### src/rtl/cc_cond_unit.sv
// rtl/cc_cond_unit.sv - Y86-64 condition-code register and jXX/cmovXX condition evaluator
module cc_cond_unit #(
  parameter bit BYPASS = 1'b0,
  parameter int WIDTH  = 64
) (
  input  logic             clk,
  input  logic             rst_n,
  input  logic             set_cc,
  input  logic             cc_hold,
  input  logic [WIDTH-1:0] alu_res,
  input  logic             alu_overflow,
  input  logic             alu_zero,
  input  logic [3:0]       ifun,
  output logic             zf,
  output logic             sf,
  output logic             of,
  output logic             cnd,
  output logic             ifun_bad,
  output logic             cc_upd
);

  // A non-AOK status must never let an instruction's flags land, even on OPq.
  logic upd;
  assign upd = set_cc & ~cc_hold;

  // Effective flags seen by the condition logic.
  logic ezf, esf, eof;

  // CC register: reset leaves ZF set so "e" is true before any OPq retires.
  always_ff @(posedge clk or negedge rst_n) begin
    if (!rst_n) begin
      zf     <= 1'b1;
      sf     <= 1'b0;
      of     <= 1'b0;
      cc_upd <= 1'b0;
    end else begin
      cc_upd <= upd;
      if (upd) begin
        zf <= alu_zero;
        sf <= alu_res[WIDTH-1];
        of <= alu_overflow;
      end
    end
  end

  // Flag source: the bypass lets a same-cycle OPq feed the branch decision.
  always_comb begin
    ezf = zf;
    esf = sf;
    eof = of;
    if (BYPASS && upd) begin
      ezf = alu_zero;
      esf = alu_res[WIDTH-1];
      eof = alu_overflow;
    end
  end

  // Condition table; codes above 6 are undefined and never taken.
  always_comb begin
    cnd      = 1'b0;
    ifun_bad = 1'b0;
    case (ifun)
      4'd0:    cnd = 1'b1;
      4'd1:    cnd = (esf ^ eof) | ezf;
      4'd2:    cnd = esf ^ eof;
      4'd3:    cnd = ezf;
      4'd4:    cnd = ~ezf;
      4'd5:    cnd = ~(esf ^ eof);
      4'd6:    cnd = ~(esf ^ eof) & ~ezf;
      default: ifun_bad = 1'b1;
    endcase
  end

endmodule

### config.mk
export PLATFORM = sky130hd
export DESIGN_NAME = cc_cond_unit
export DESIGN_NICKNAME = d
export VERILOG_FILES = /design/src/rtl/cc_cond_unit.sv
export SDC_FILE = /design/constraint.sdc
export NUM_CORES = 1
export LEC_CHECK = 0
export ABC_CLOCK_PERIOD_IN_PS = 2600
export CAP_MARGIN = 15
export CORE_ASPECT_RATIO = 0.9
export CORE_MARGIN = 2
export CORE_UTILIZATION = 13
export CTS_BUF_LIST = sky130_fd_sc_hd__clkbuf_8
export CTS_CLUSTER_SIZE = 25
export DETAILED_ROUTE_END_ITERATION = 8
export PLACE_DENSITY = 0.84
export SLEW_MARGIN = 25
export SYNTH_ARGS = -nofsm -noshare
export SYNTH_HDL_FRONTEND = slang
export SYNTH_SLANG_ARGS = --single-unit
### constraint.sdc
create_clock -name clk -period 2.6 [get_ports clk]
set_input_delay 0.39 -clock clk [delete_from_list [all_inputs] [get_ports clk]]
set_output_delay 0.39 -clock clk [all_outputs]
set_load 0.005 [all_outputs]
==> results_dict.tcl <==
set metrics [dict create \
    post_drt_wl_per_cell_um 8.97 \
    antenna_found_initial 0 \
    gp_congestion 0.622 \
    io_buffers 16 \
    setup_tns_ns 0 \
    rr_endpoint "sf" \
    num-fill-cells 182 \
    vias_per_cell 3.71 \
    clk_path_buf_depth 2 \
    die_area_um2 2110 \
    crit_required_ns 2.21 \
    grt_pass1_vias 247 \
    layout.nets 114 \
    cts_setup_buffers 0 \
    first_pass_iters 2 \
    drt_iter0_markers 2 \
    yosys.area_share.adder 0 \
    synth_top_family_by_area "simple AND/OR/NAND/NOR gates" \
    fin_skew_ns 0 \
    fp.dieH_um 43.8 \
    clk-insertion-delay-late_ns 0.21 \
    yosys.area_share.simple 0.262 \
    crit_arrival_ns 1.95 \
    grt_pass1_wl_um 903 \
    muxShareOfSynthArea 0.148 \
    core_um2 1660 \
    fin_crit_sh 0.901 \
    hold_viol 0 \
    r2r_start "sf" \
    path_class "input pin to output port" \
    die_x_um 48.2 \
    synth_compound_area_frac 0.109 \
    synthesis.area_um2 229 \
    cts.sinks 4 \
    min_period_ns 2.34 \
    relSlewSlack 0.837 \
    maxCapViolCount 0 \
    report.final.slew_viol_count 0 \
    holdBufCountCts 0 \
    cts_tree "done" \
    ctsResizeCount 0 \
    rrSetupSlack_ns 1.79 \
    drive_gt1_frac 0.179 \
    p_per_area_nw_per_um2 596 \
    fmax_mhz 427 \
    drc 0 \
    status "finished, final reports clean" \
    hp-class "input pin to async pin" \
    critical_path.endpoint "cnd" \
    tightest_slew_ns 0.241 \
    synthXorXnorAreaFrac 0.0383 \
    rsz0062_at_grt "no" \
    syn_avg_cell_area_um2 12.1 \
    p_leak_nw 0.173 \
    ys_types 14 \
    diodes 0 \
    synth_warnings 0 \
    wl_um 565 \
    overflow 0 \
    numCtsBuffers 3 \
    vdd_drop_max_mv 0.307 \
    syn_nets 93 \
    num_io_pins 80 \
    grt_start_max_net_pins 8 \
    reg2reg_depth 1 \
    end_kind "output port" \
    post-route-util 0.279 \
    route.vias.total 234 \
    critPathLaunch "ifun[2]" \
    root_buffer "clkbuf_8" \
    synth-seq-area-share 0.443 \
    ys_ff_latch 4 \
    syn_to_final_growth_pct 103 \
    detail-route-antenna-nets 0 \
    setup_viol 0 \
    crit_path_max_fanout 6 \
    start_util 0.138 \
    rows 14 \
    syn-instance-count 19 \
    grt_usage 0.0632 \
    cts.clk_slew.worst_paths_ns 0.03 \
    start_kind "input pin" \
    cts.htree.levels 1 \
]
through the flow:
stage / power (mW) / cell area [um^2] / setup WS [ns] / hold WS (ns) / cells
floorplan: 0.100 / 229 / 1.25 / 0.0944 / 19
global placement: 0.146 / 419 / 0.303 / 0.526 / 59
detailed placement: 0.147 / 419 / 0.271 / 0.549 / 59
CTS: 0.282 / 464 / 0.269 / 0.373 / 63
global route: 0.296 / 464 / 0.144 / 0.384 / 63
finish: 0.277 / 464 / 0.258 / 0.370 / 63
state kept, by name, summed over array words and instances, names as in the netlist:
register  cells
zf            1
of            1
cc_upd        1
sf            1
final cells by class:
type / count / area (um^2) / area share
timing repair buffer: 16 / 160 / 0.345
multi-input combinational: 15 / 128 / 0.275
sequential: 4 / 101 / 0.218
clock buffer: 3 / 41.3 / 0.0889
tap: 24 / 30.0 / 0.0647
clock inverter: 1 / 3.75 / 0.00809
cells in the mapped netlist (all sizes together):
cell type | n | area, um^2
dfstp | 1 | 26.3
mux2 | 3 | 33.8
nor4 | 2 | 12.5
o21ai | 1 | 5.00
a31o | 1 | 8.76
nand3 | 1 | 5.00
nor2b | 1 | 8.76
xnor2 | 1 | 8.76
nor3 | 1 | 5.00
nor4b | 1 | 8.76
nor4bb | 2 | 20.0
a2111o | 1 | 11.3
dfrtp | 3 | 75.1
worst max-delay path, cell delays in order:
cell and delay (ns):
clkdlybuf4s50_1 0.55, nor4bb_1 0.31, o21ai_0 0.11, nand3_1 0.09, clkdlybuf4s50_1 0.49
worst min path at each step:
stage	depth (start not counted)	endpoint	slack, ns
after floorplan	0	cc_upd	0.09
after global placement	1	sf	0.53
after detailed placement	1	sf	0.55
after CTS	1	of	0.37
after global routing	1	of	0.38
final	1	of	0.37
cell families after synthesis:
group | Yosys count
DFF | 4
xor gates and xnor gates | 1
AOI/OAI and AO/OA | 3
muxes | 3
and+or+nand+nor | 8
report_power, final:
part	total (mW)	internal, mW	leakage, nW	switching [mW]
clock network	0.131	0.101	0.0269	0.0308
registers	0.0798	0.0723	0.0469	0.00747
logic	0.0658	0.0458	0.0988	0.0199
total	0.277	0.219	0.173	0.0582
cell usage in the layout (no fill, tap or decap):
master,Yosys,routed
a2111o_1,1,1
a31o_2,1,1
clkbuf_8,0,3
clkdlybuf4s50_1,0,16
dfrtp_1,3,3
dfstp_2,1,1
inv_1,0,1
mux2_1,2,2
mux2_2,1,1
nand3_1,1,1
nor2b_2,1,1
nor3_1,1,1
nor4_1,2,2
nor4b_1,1,1
nor4bb_1,2,2
o21ai_0,1,1
xnor2_1,1,1
per-layer routing:
metal  global-route usage  wire (um)  part of all wire
met5                    0          0                 0
met4               0.0649          0                 0
met3               0.0125         40             0.071
met2                0.105        270              0.48
met1               0.0584        254              0.45
No activity file was read; power rests on OpenSTA's default activity.
